## config.mk

```make
export PLATFORM = sky130hd
export DESIGN_NAME = shiftrows_pipe_flat
export DESIGN_NICKNAME = d
export VERILOG_FILES = /design/src/rtl/aes_pkg.sv /design/src/rtl/shiftrows_pipe_if.sv /design/src/rtl/shiftrows_stage.sv /design/src/rtl/shiftrows_pipe.sv /design/src/flat_wrapper.sv
export SDC_FILE = /design/constraint.sdc
export NUM_CORES = 1
export LEC_CHECK = 0
export ABC_CLOCK_PERIOD_IN_PS = 22100
export CAP_MARGIN = 20
export CORE_MARGIN = 2
export CORE_UTILIZATION = 53
export DETAILED_ROUTE_END_ITERATION = 10
export PLACE_DENSITY = 0.85
export SLEW_MARGIN = 20
export SYNTH_ARGS = -nofsm -noshare
export SYNTH_HDL_FRONTEND = slang
export SYNTH_SLANG_ARGS = --single-unit
```

## constraint.sdc

```tcl
create_clock -name clk -period 22.1 [get_ports clk]
set_input_delay 4.42 -clock clk [delete_from_list [all_inputs] [get_ports clk]]
set_output_delay 4.42 -clock clk [all_outputs]
set_load 0.05 [all_outputs]
```

## src/rtl/aes_pkg.sv

```systemverilog
// Shared constants and index helpers for the Rijndael row-shift datapath.
package aes_pkg;

    localparam int unsigned NB_MAX = 8;

    // Rijndael row offsets: the 256-bit block shifts rows 2 and 3 one column further.
    function automatic int unsigned shift_off(input int unsigned nb, input int unsigned row);
        if (nb == 8 && row >= 2) return row + 1;
        return row;
    endfunction

    function automatic int unsigned src_col(input int unsigned nb, input int unsigned col,
                                            input int unsigned row, input bit inv);
        int unsigned off;
        off = shift_off(nb, row);
        if (inv) return (col + nb - off) % nb;
        return (col + off) % nb;
    endfunction

    function automatic int unsigned byte_lsb(input int unsigned col, input int unsigned row);
        return 32 * col + 8 * row;
    endfunction

endpackage

```

## src/rtl/shiftrows_pipe_if.sv

```systemverilog
// Beat-level handshake bundle between the row-shift pipe and its neighbours.
interface shiftrows_pipe_if #(
    parameter int unsigned NB    = 4,
    parameter int unsigned TAG_W = 4
);
    localparam int unsigned DW = 32 * NB;

    logic             in_valid;
    logic             in_ready;
    logic [DW-1:0]    in_data;
    logic             in_inv;
    logic [TAG_W-1:0] in_tag;
    logic             out_valid;
    logic             out_ready;
    logic [DW-1:0]    out_data;
    logic             out_inv;
    logic [TAG_W-1:0] out_tag;
    logic [2:0]       occupancy;
    logic             busy;

    modport master (
        output in_valid, in_data, in_inv, in_tag, out_ready,
        input  in_ready, out_valid, out_data, out_inv, out_tag, occupancy, busy
    );

    modport slave (
        input  in_valid, in_data, in_inv, in_tag, out_ready,
        output in_ready, out_valid, out_data, out_inv, out_tag, occupancy, busy
    );

endinterface

```

## src/rtl/shiftrows_stage.sv

```systemverilog
// One elastic register slice: holds a beat until downstream takes it, refills in the same cycle.
module shiftrows_stage #(
    parameter int unsigned DW    = 128,
    parameter int unsigned TAG_W = 4
) (
    input  logic             clk,
    input  logic             rst,
    input  logic             flush_i,
    input  logic             up_valid_i,
    input  logic [DW-1:0]    up_data_i,
    input  logic             up_inv_i,
    input  logic [TAG_W-1:0] up_tag_i,
    output logic             up_ready_o,
    input  logic             down_ready_i,
    output logic             valid_o,
    output logic [DW-1:0]    data_o,
    output logic             inv_o,
    output logic [TAG_W-1:0] tag_o
);

    logic             valid_q, valid_d;
    logic [DW-1:0]    data_q, data_d;
    logic             inv_q, inv_d;
    logic [TAG_W-1:0] tag_q, tag_d;
    logic             adv;
    logic             load;

    assign adv        = valid_q && down_ready_i;
    assign up_ready_o = !valid_q || adv;
    assign load       = up_valid_i && up_ready_o;

    always_comb begin
        valid_d = valid_q;
        data_d  = data_q;
        inv_d   = inv_q;
        tag_d   = tag_q;
        if (load) begin
            valid_d = 1'b1;
            data_d  = up_data_i;
            inv_d   = up_inv_i;
            tag_d   = up_tag_i;
        end else if (adv) begin
            valid_d = 1'b0;
        end
        if (flush_i) valid_d = 1'b0;
    end

    always_ff @(posedge clk or posedge rst) begin
        if (rst) begin
            valid_q <= 1'b0;
            data_q  <= '0;
            inv_q   <= 1'b0;
            tag_q   <= '0;
        end else begin
            valid_q <= valid_d;
            data_q  <= data_d;
            inv_q   <= inv_d;
            tag_q   <= tag_d;
        end
    end

    assign valid_o = valid_q;
    assign data_o  = data_q;
    assign inv_o   = inv_q;
    assign tag_o   = tag_q;

endmodule

```

## src/rtl/shiftrows_pipe.sv

```systemverilog
// Rijndael ShiftRows/InvShiftRows for Nb = 4/6/8, per-beat direction, elastic pipeline with flush.
module shiftrows_pipe
    import aes_pkg::*;
#(
    parameter int unsigned NB     = 4,
    parameter int unsigned STAGES = 2,
    parameter int unsigned TAG_W  = 4
) (
    input  logic           clk,
    input  logic           rst,
    input  logic           flush_i,
    shiftrows_pipe_if.slave bus
);

    localparam int unsigned DW = 32 * NB;

    if (!(NB == 4 || NB == 6 || NB == 8) || NB > NB_MAX) begin : g_bad_nb
        $error("shiftrows_pipe: NB must be 4, 6 or 8");
    end
    if (STAGES < 1 || STAGES > 4) begin : g_bad_stages
        $error("shiftrows_pipe: STAGES must be 1..4");
    end

    logic [DW-1:0] fwd_perm;
    logic [DW-1:0] inv_perm;
    logic [DW-1:0] perm;

    // Both directions are pure wiring; the per-beat direction only picks one.
    for (genvar j = 0; j < NB; j++) begin : g_col
        for (genvar r = 0; r < 4; r++) begin : g_row
            localparam int unsigned DST = byte_lsb(j, r);
            localparam int unsigned SF  = byte_lsb(src_col(NB, j, r, 1'b0), r);
            localparam int unsigned SI  = byte_lsb(src_col(NB, j, r, 1'b1), r);
            assign fwd_perm[DST +: 8] = bus.in_data[SF +: 8];
            assign inv_perm[DST +: 8] = bus.in_data[SI +: 8];
        end
    end

    assign perm = bus.in_inv ? inv_perm : fwd_perm;

    logic             st_valid [STAGES];
    logic             st_ready [STAGES];
    logic [DW-1:0]    st_data  [STAGES];
    logic             st_inv   [STAGES];
    logic [TAG_W-1:0] st_tag   [STAGES];

    for (genvar k = 0; k < STAGES; k++) begin : g_stage
        logic             up_valid;
        logic [DW-1:0]    up_data;
        logic             up_inv;
        logic [TAG_W-1:0] up_tag;
        logic             down_ready;

        if (k == 0) begin : g_head
            assign up_valid = bus.in_valid && !flush_i;
            assign up_data  = perm;
            assign up_inv   = bus.in_inv;
            assign up_tag   = bus.in_tag;
        end else begin : g_body
            assign up_valid = st_valid[k-1];
            assign up_data  = st_data[k-1];
            assign up_inv   = st_inv[k-1];
            assign up_tag   = st_tag[k-1];
        end

        if (k == STAGES - 1) begin : g_tail
            assign down_ready = bus.out_ready;
        end else begin : g_mid
            assign down_ready = st_ready[k+1];
        end

        shiftrows_stage #(
            .DW    (DW),
            .TAG_W (TAG_W)
        ) u_stage (
            .clk          (clk),
            .rst          (rst),
            .flush_i      (flush_i),
            .up_valid_i   (up_valid),
            .up_data_i    (up_data),
            .up_inv_i     (up_inv),
            .up_tag_i     (up_tag),
            .up_ready_o   (st_ready[k]),
            .down_ready_i (down_ready),
            .valid_o      (st_valid[k]),
            .data_o       (st_data[k]),
            .inv_o        (st_inv[k]),
            .tag_o        (st_tag[k])
        );
    end

    logic       accept;
    logic       deliver;
    logic [2:0] occ_q, occ_d;

    assign bus.in_ready  = !flush_i && st_ready[0];
    assign bus.out_valid = st_valid[STAGES-1];
    assign bus.out_data  = st_data[STAGES-1];
    assign bus.out_inv   = st_inv[STAGES-1];
    assign bus.out_tag   = st_tag[STAGES-1];

    assign accept  = bus.in_valid && bus.in_ready;
    assign deliver = bus.out_valid && bus.out_ready;

    always_comb begin
        occ_d = occ_q;
        if (flush_i) begin
            occ_d = 3'd0;
        end else if (accept && !deliver) begin
            occ_d = occ_q + 3'd1;
        end else if (deliver && !accept) begin
            occ_d = occ_q - 3'd1;
        end
    end

    always_ff @(posedge clk or posedge rst) begin
        if (rst) occ_q <= 3'd0;
        else     occ_q <= occ_d;
    end

    assign bus.occupancy = occ_q;
    assign bus.busy      = (occ_q != 3'd0);

endmodule

```

## src/flat_wrapper.sv

```systemverilog
// flat-port wrapper written by rule: the top's interface ports become plain ports
module shiftrows_pipe_flat import aes_pkg::*;
#(
    parameter int unsigned NB     = 4,
    parameter int unsigned STAGES = 2,
    parameter int unsigned TAG_W  = 4
)
  (clk, rst, flush_i, bus_in_valid, bus_in_data, bus_in_inv, bus_in_tag, bus_out_ready, bus_in_ready, bus_out_valid, bus_out_data, bus_out_inv, bus_out_tag, bus_occupancy, bus_busy);
  shiftrows_pipe_if #(.NB(NB), .TAG_W(TAG_W)) bus_i ();
  input  logic clk;
  input  logic rst;
  input  logic flush_i;
  input wire logic [$bits(bus_i.in_valid)-1:0] bus_in_valid;
  input wire logic [$bits(bus_i.in_data)-1:0] bus_in_data;
  input wire logic [$bits(bus_i.in_inv)-1:0] bus_in_inv;
  input wire logic [$bits(bus_i.in_tag)-1:0] bus_in_tag;
  input wire logic [$bits(bus_i.out_ready)-1:0] bus_out_ready;
  output wire logic [$bits(bus_i.in_ready)-1:0] bus_in_ready;
  output wire logic [$bits(bus_i.out_valid)-1:0] bus_out_valid;
  output wire logic [$bits(bus_i.out_data)-1:0] bus_out_data;
  output wire logic [$bits(bus_i.out_inv)-1:0] bus_out_inv;
  output wire logic [$bits(bus_i.out_tag)-1:0] bus_out_tag;
  output wire logic [$bits(bus_i.occupancy)-1:0] bus_occupancy;
  output wire logic [$bits(bus_i.busy)-1:0] bus_busy;
  assign bus_i.in_valid = bus_in_valid;
  assign bus_i.in_data = bus_in_data;
  assign bus_i.in_inv = bus_in_inv;
  assign bus_i.in_tag = bus_in_tag;
  assign bus_i.out_ready = bus_out_ready;
  assign bus_in_ready = bus_i.in_ready;
  assign bus_out_valid = bus_i.out_valid;
  assign bus_out_data = bus_i.out_data;
  assign bus_out_inv = bus_i.out_inv;
  assign bus_out_tag = bus_i.out_tag;
  assign bus_occupancy = bus_i.occupancy;
  assign bus_busy = bus_i.busy;
  shiftrows_pipe #(.NB(NB), .STAGES(STAGES), .TAG_W(TAG_W)) u_core (.clk(clk), .rst(rst), .flush_i(flush_i), .bus(bus_i));
endmodule
```

==> results of run 1 <==
[synth_stat cells (all sizes together)]
master  count
o21ai       2
a22oi       1
dfrtp     271
nor2        9
fa          1
a31oi       1
inv         6
buf        24
or3         1
mux2      333
a21oi       2
or3b        1
and3b       2
and3        1
nor2b       2
clkbuf     13
[report_power, final]
group / switching (mW) / total (mW) / leakage, nW / internal (mW)
registers: 0.0568 / 0.662 / 3.20 / 0.605
clock network: 0.185 / 0.463 / 0.462 / 0.278
logic: 0.350 / 0.593 / 2.93 / 0.243
[cell usage in the layout (no fill, tap or decap), types with 2 or more instances in the layout]
cell / n
bufinv_16: 2
clkbuf_8: 5
buf_4: 6
nor2b_1: 2
mux2_4: 70
clkbuf_1: 4
clkbuf_16: 29
and3b_1: 2
dfrtp_1: 271
clkdlybuf4s50_1: 275
clkinv_2: 9
inv_1: 5
mux2_2: 263
nor2_1: 9
a21oi_1: 2
[per-layer routing]
metal,global-route usage (%),up-vias,wire length [um]
li1,-,2943,-
met1,27.90,3178,10010
met2,34.15,192,10950
met3,6.422,38,1866
met4,5.714,0,668
met5,0,-,0
[cell type report]
cell class | instances | area, um^2 | area share [%]
Clock buffer | 38 | 809.5 | 5.367
Clock inverter | 12 | 112.6 | 0.7465
Inverter | 6 | 30.03 | 0.1991
Multi-Input combinational cell | 356 | 4165 | 27.61
Sequential cell | 271 | 6782 | 44.96
Tap cell | 275 | 344.1 | 2.281
Timing Repair Buffer | 284 | 2841 | 18.84
[state kept, by name, indices dropped and copies added (netlist names)]
register and flops:
u_core.g_stage.u_stage.inv_o 2, u_core.bus.occupancy 3, u_core.g_stage.u_stage.tag_o 8, u_core.g_stage.u_stage.data_o 256, u_core.g_stage.u_stage.valid_o 2
[logic make-up after synthesis]
| kind of cell | after synthesis | synth area share (%) |
|---|---|---|
| compound gates | 6 | 0.3024 |
| fa+ha+maj | 1 | 0.1792 |
| buf+inv | 43 | 2.139 |
| flops | 271 | 60.70 |
| mux | 333 | 35.92 |
| simple gates | 16 | 0.7616 |
[metrics by stage]
step	hold WS [ns]	power [mW]	cells	worst slack [ns]	utilization [%]
final	0.4964	1.718	1242	11.56	72.44
after global placement	0.4791	1.250	1191	11.56	67.86
after detailed placement	0.4884	1.264	1192	11.57	68.00
after global routing	0.5137	1.792	1242	11.50	72.44
after floorplan	0.4750	1.051	670	10.21	-
after CTS	0.5025	1.736	1242	11.56	72.43
[final timing paths]
path,start,cells past startpoint,endpoint,slack [ns]
max,bus_out_ready,4,bus_in_ready,11.56
min,u_core.g_stage[0].u_stage.data_o[63],1,u_core.g_stage[1].u_stage.data_o[63],0.50
max reg2reg,u_core.g_stage[0].u_stage.valid_o,5,u_core.g_stage[0].u_stage.data_o[37],18.69
min reg2reg,u_core.g_stage[0].u_stage.data_o[63],1,u_core.g_stage[1].u_stage.data_o[63],0.50
max in group asynchronous,rst,4,u_core.g_stage[1].u_stage.data_o[108],15.63
min in group asynchronous,rst,2,u_core.g_stage[1].u_stage.data_o[6],4.45
==> flow_summary.toml, run 1 <==
[clocking]
cts_tree = "yes"
h-tree-depth = 1
clock_sinks = 271
cts_resized = 0
cts-root-buf = "clkbuf_16"
cts_buffers = 28
cts_max_path_buffers = 3
clk_pin_slew_ns = 0.06
clkLatencyLatePin_ns = 0.53
cts_hold_buf = 0
postCtsSetupBuffers = 0

[synthesis]
seq_area_frac_synth_pct = 60.70
synth_cells = 670
syn_avg_cell_area_um2 = 16.67
ys_ff_latch = 271
syn_area_um2 = 11170
synth_area_leaders = "dfrtp_1 61%, mux2_2 27%, mux2_4 9.4%"
synth_top_area_share_pct = 60.70
ys_warn_count = 0
synth_top_area_cell = "dfrtp_1"
ys_types = 20
synth_nets = 809

[die]
dieArea_um2 = 22260
initial_core_util_pct = 53.65
die_h_um = 149.2
core_um2 = 20820
die_width_um = 149.2
ios = 277
rows = 53

[timing]
fin_crit_ns = 10.54
finalHoldViolations = 0
drv_slew = 0
setup_viol = 0
rsz0062_at_grt = "false"
fin_skew_ns = 0.01261
maxSlewHeadroom_pct = 40.46
min_period_over_period_pct = 47.70
setup-tns-final_ns = 0
worstMarginPinSlew_ns = 0.8931
max_freq_mhz = 94.87

[placement]
place_congestion = 0.7504
portBuffers = 276
dpl.hpwl_mm = 15.47
place_area_um2 = 14160

[final_layout]
fin_area_um2 = 15080
nets = 1086
fillers = 1413
syn_to_final_growth_pct = 35.02
diodes = 0
drive_gt1_share_pct = 40.43

[global_routing]
grt_usage_pct = 21.11
overflow = 0
grt_pass1_vias = 6791
antenna_found_initial = 0
grt_max_degree = 132
grt_pass1_wl_mm = 37.09

[routing]
avgRoutedWirePerCell_um = 18.91
via_per_inst = 5.114
drt_iter0_drc = 191
dr.pass1.iters = 4
ant_nets = 0
finalWirelength_mm = 23.49
vias = 6351
drc = 0

[power]
power_density_nw_per_um2 = 113.9
p_leak_nw = 6.589
max-vdd-ir-drop_v = 0.00009779

[critical_path]
crit_arrival_ns = 6.12
end_kind = "output pin"
cp_num_buf_inv = 2
critPathKind = "in -> out"
crit_chain = "clkdlybuf4s50_1 > and3b_1 > nor2_1 > clkdlybuf4s50_1"
startpoint_type = "primary input"
slowest_stage = "clkdlybuf4s50_1"
cpLargestDelayFamily = "buffers and inverters"
path_common_cell = "clkdlybuf4s50_1"
crit_required_ns = 17.68
cpPeakStageDelay_ns = 0.81
worstPathMaxFanout = 5

[run_status]
status = "finished clean"

[flow_run]
drv_cap = 0

[worst_hold_path]
min_path_type = "reg -> reg"
Power figures use the tool's default switching activity.
==> run 2, diff against run 1 <==
- ABC_CLOCK_PERIOD_IN_PS: 22100 -> 9900
- CORE_UTILIZATION: 53 -> 49
- PLACE_DENSITY: 0.85 -> 0.8
- clock period: 22.1 -> 9.9 ns (I/O delays scaled with it)
==> flow_summary.toml, run 2 (synthesis results as in run 1) <==
[power]
max-vdd-ir-drop_v = 0.0001698
clkPwrFrac_pct = 29.5
pwr-share-comb_pct = 33.3
switchingPower_mw = 1.336
power_density_nw_per_um2 = 261.3
sequentialPowerShare_pct = 37.2
p_leak_nw = 6.629
power_mw = 3.967
intPower_mw = 2.631
swShare_pct = 33.67

[clocking]
postCtsSetupBuffers = 0
cts_max_path_buffers = 3
cts_resized = 0
cts_buffers = 28
h-tree-depth = 1
cts_tree = "yes"
clkLatencyLatePin_ns = 0.53
clock_sinks = 271
clk_pin_slew_ns = 0.06
cts_hold_buf = 0
cts-root-buf = "clkbuf_16"

[die]
ios = 277
dieArea_um2 = 24020
initial_core_util_pct = 49.65
core_um2 = 22500
die_h_um = 155.0
rows = 55
die_width_um = 155.0

[critical_path]
rr_worst_depth = 4
worstPathMaxFanout = 5
crit_required_ns = 7.92
cpPeakStageDelay_ns = 0.81
slowest_stage = "clkdlybuf4s50_1"
crit_arrival_ns = 3.71
crit_chain = "clkdlybuf4s50_1 > and3b_1 > nor2_1 > clkdlybuf4s50_1"
path_depth = 4
cpLargestDelayFamily = "buffers and inverters"
startpoint_type = "primary input"
cp_num_buf_inv = 2
critPathKind = "in -> out"
path_common_cell = "clkdlybuf4s50_1"
end_kind = "output pin"

[global_routing]
grt_usage_pct = 19.75
grt_pass1_vias = 7038
grt_pass1_wl_mm = 38.14
grt_max_degree = 133
antenna_found_initial = 0
overflow = 0

[routing]
via_per_inst = 5.147
finalWirelength_mm = 23.68
drt_iter0_drc = 191
drc = 0
dr.pass1.iters = 4
vias = 6449
avgRoutedWirePerCell_um = 18.90
ant_nets = 0

[final_layout]
diodes = 0
nets = 1085
mostFrequentLayoutCell = "clkdlybuf4s50_1"
fin_area_um2 = 15180
fin_util_pct = 67.47
syn_to_final_growth_pct = 35.91
largest_register_ffs = 256
drive_gt1_share_pct = 40.39
most-common-layout-cells = "275 x clkdlybuf4s50_1, 271 x dfrtp_1, 263 x mux2_2"

[flow_run]
drv_cap = 0

[placement]
place_congestion = 0.7354
place_area_um2 = 14140
dpl.hpwl_mm = 15.31
portBuffers = 276
dp_slack_ns = 4.220

[timing]
setup-tns-final_ns = 0
setup_viol = 0
max_freq_mhz = 175.6
min_period_over_period_pct = 57.51
drv_slew = 0
fin_crit_ns = 5.694
worst_slack_ns = 4.206
finalHoldViolations = 0
fin_skew_ns = 0.01113
maxSlewHeadroom_pct = 31.30
rsz0062_at_grt = "false"
worstMarginPinSlew_ns = 1.030

[worst_hold_path]
min_path_type = "reg -> reg"
hold_depth = 1

[run_status]
status = "finished clean"
-- run 2: cell type report --
| class | count | area (um^2) |
|---|---|---|
| Clock inverter | 15 | 254.0 |
| Sequential cell | 271 | 6782 |
| Timing Repair Buffer | 283 | 2810 |
| Inverter | 6 | 30.03 |
| Tap cell | 285 | 356.6 |
| Clock buffer | 37 | 785.8 |
| Fill cell | 1561 | 7320 |
| Multi-Input combinational cell | 356 | 4165 |
-- run 2: worst reg2reg max path, delay by kind of cell, from the launching register on --
kind,cells,cell delay (ns)
buffers and inverters,1,0.82
DFF,1,0.43
muxes,1,0.50
and+or+nand+nor,2,0.77
-- run 2: worst paths after layout --
path / start / endpoint / slack, ns
max in group asynchronous: rst / u_core.g_stage[1].u_stage.data_o[74] / 6.25
setup reg to reg: u_core.g_stage[0].u_stage.valid_o / u_core.g_stage[0].u_stage.data_o[87] / 7.27
hold / removal: u_core.g_stage[0].u_stage.data_o[49] / u_core.g_stage[1].u_stage.data_o[49] / 0.50
hold reg to reg: u_core.g_stage[0].u_stage.data_o[49] / u_core.g_stage[1].u_stage.data_o[49] / 0.50
setup / recovery: bus_out_ready / bus_in_ready / 4.21
min in group asynchronous: rst / u_core.g_stage[1].u_stage.data_o[81] / 2.04
-- run 2: through the flow --
step                std cells  hold WS (ns)
floorplan                 670        0.4750
global placement         1201        0.4784
CTS                      1253        0.5008
finish                   1253        0.4973
detailed placement       1201        0.4871
global route             1253        0.5056
-- run 2: power groups by stage --
stage	sequential, mW	combinational, mW	clock, mW
global placement	1.48	1.31	0
global route	1.51	1.38	1.24
finish	1.47	1.32	1.17
floorplan	2.01	0.333	0
detailed placement	1.49	1.33	0
CTS	1.48	1.33	1.20
-- run 2: routing by layer --
| metal | wire [um] | vias up | track usage (%) | part of all wire [%] |
|---|---|---|---|---|
| met5 | 0 | - | 0 | 0 |
| met3 | 1698 | 47 | 5.571 | 7.2 |
| met4 | 731 | 0 | 5.864 | 3.1 |
| met1 | 10010 | 3275 | 25.85 | 42 |
| met2 | 11250 | 190 | 32.32 | 47 |
| li1 | - | 2937 | - | - |
==> run 3, diff against run 2 <==
- ABC_CLOCK_PERIOD_IN_PS: 9900 -> 5300
- clock period: 9.9 -> 5.3 ns (I/O delays scaled with it)
==> flow_summary.toml, run 3 (synthesis results as in run 1) <==
[run_status]
status = "finished clean"

[global_routing]
overflow = 0
grt_pass1_vias = 6772
grt_usage_pct = 19.01
grt_max_degree = 134
grt_pass1_wl_mm = 36.60
antenna_found_initial = 0

[worst_hold_path]
hold_depth = 1
min_to = "u_core.g_stage[1].u_stage.data_o[88]"
min_path_type = "reg -> reg"
hp-start = "u_core.g_stage[0].u_stage.data_o[88]"

[final_layout]
multi_input_comb_area_um2 = 4165
largest_register_ffs = 256
fin_util_pct = 67.43
nets = 1087
mostFrequentLayoutCell = "clkdlybuf4s50_1"
diodes = 0
ff_latch_area_um2 = 6782
syn_to_final_growth_pct = 35.82
drive_gt1_share_pct = 40.56
most-common-layout-cells = "275 x clkdlybuf4s50_1, 271 x dfrtp_1, 263 x mux2_2"
fin_cells = 1254
fillers = 1569

[power]
power_density_nw_per_um2 = 476.2
max-vdd-ir-drop_v = 0.0003132
p_leak_nw = 6.622
power_mw = 7.226

[critical_path]
rr_worst_depth = 4
path_common_cell = "clkdlybuf4s50_1"
crit_arrival_ns = 2.78
critPathKind = "in -> out"
end_kind = "output pin"
worstPathMaxFanout = 5
cpLargestDelayFamily = "buffers and inverters"
slowest_stage = "clkdlybuf4s50_1"
r2r_end = "u_core.g_stage[1].u_stage.data_o[26]"
crit_chain = "clkdlybuf4s50_1 > and3b_1 > nor2_1 > clkdlybuf4s50_1"
cp_num_buf_inv = 2
reg2reg_from = "u_core.g_stage[1].u_stage.valid_o"
startpoint_type = "primary input"
crit_required_ns = 4.24
cpPeakStageDelay_ns = 0.82
r2r_slack_ns = 3.31

[placement]
portBuffers = 276
place_congestion = 0.7550
dpl.hpwl_mm = 15.25
dp_cells = 1202
dp_slack_ns = 1.475

[routing]
via_per_inst = 5.096
vias = 6390
finalWirelength_mm = 23.15
dr.pass1.iters = 4
ant_nets = 0
drc = 0
drt_iter0_drc = 219
avgRoutedWirePerCell_um = 18.46

[die]
die_h_um = 155.0
core_um2 = 22500
rows = 55
dieArea_um2 = 24020
initial_core_util_pct = 49.65
die_width_um = 155.0
ios = 277

[clocking]
postCtsSetupBuffers = 0
h-tree-depth = 1
clk_pin_slew_ns = 0.06
cts_hold_buf = 0
cts_resized = 0
cts_max_path_buffers = 3
clkLatencyLatePin_ns = 0.54
clock_sinks = 271
cts_tree = "yes"
cts-root-buf = "clkbuf_16"
cts_buffers = 29

[timing]
setup_viol = 0
rsz0062_at_grt = "false"
finalHoldViolations = 0
setup-tns-final_ns = 0
fin_skew_ns = 0.02087
max_freq_mhz = 260.1
maxSlewHeadroom_pct = 30.52
min_period_over_period_pct = 72.53
worstMarginPinSlew_ns = 1.042
fin_crit_ns = 3.844
worst_slack_ns = 1.456
drv_slew = 0

[flow_run]
drv_cap = 0
run 3: cell count changes in the layout (fill, tap and decap cells not counted), sizes merged:
cell / previous run / this run
clkinvlp: 0 / 1
clkbuf: 37 / 41
clkinv: 7 / 8
bufinv: 7 / 2
buf: 8 / 9
inv: 7 / 6
run 3: how the worst max path moves through the flow:
| stage | start | end | cells past startpoint |
|---|---|---|---|
| after detailed placement | bus_out_ready | bus_in_ready | 4 |
| after CTS | bus_out_ready | bus_in_ready | 4 |
| after global placement | bus_out_ready | bus_in_ready | 4 |
| final | bus_out_ready | bus_in_ready | 4 |
| after global routing | bus_out_ready | bus_in_ready | 4 |
| after floorplan | rst | u_core.bus.occupancy[0] | 1 |
run 3: per-stage QoR:
stage | hold slack (ns) | instance area, um^2
finish | 0.4967 | 15170
detailed placement | 0.4865 | 14210
global placement | 0.4781 | 14210
global route | 0.5124 | 15170
CTS | 0.4958 | 15170
floorplan | 0.4750 | 11180
run 3: per-layer routing:
metal  vias to the layer above  track usage [%]  wire, um
met3                        47            5.543      1637
met1                      3220            25.00      9952
met4                         0            5.996       733
met2                       183            30.65     10830
met5                         -                0         0
li1                       2940                -         -
run 3: final cells by class:
cell class,instances,share of cell area (%)
sequential,271,44.69
multi-input combinational,356,27.45
timing repair buffer,284,18.98
clock buffer,41,5.607
tap,285,2.350
clock inverter,11,0.7421
inverter,6,0.1732
run 3: where the power goes:
part | switching [mW] | internal [mW] | total [mW]
clock network | 0.797 | 1.21 | 2.00
registers | 0.229 | 2.52 | 2.75
logic | 1.45 | 1.02 | 2.47
total | 2.48 | 4.75 | 7.23
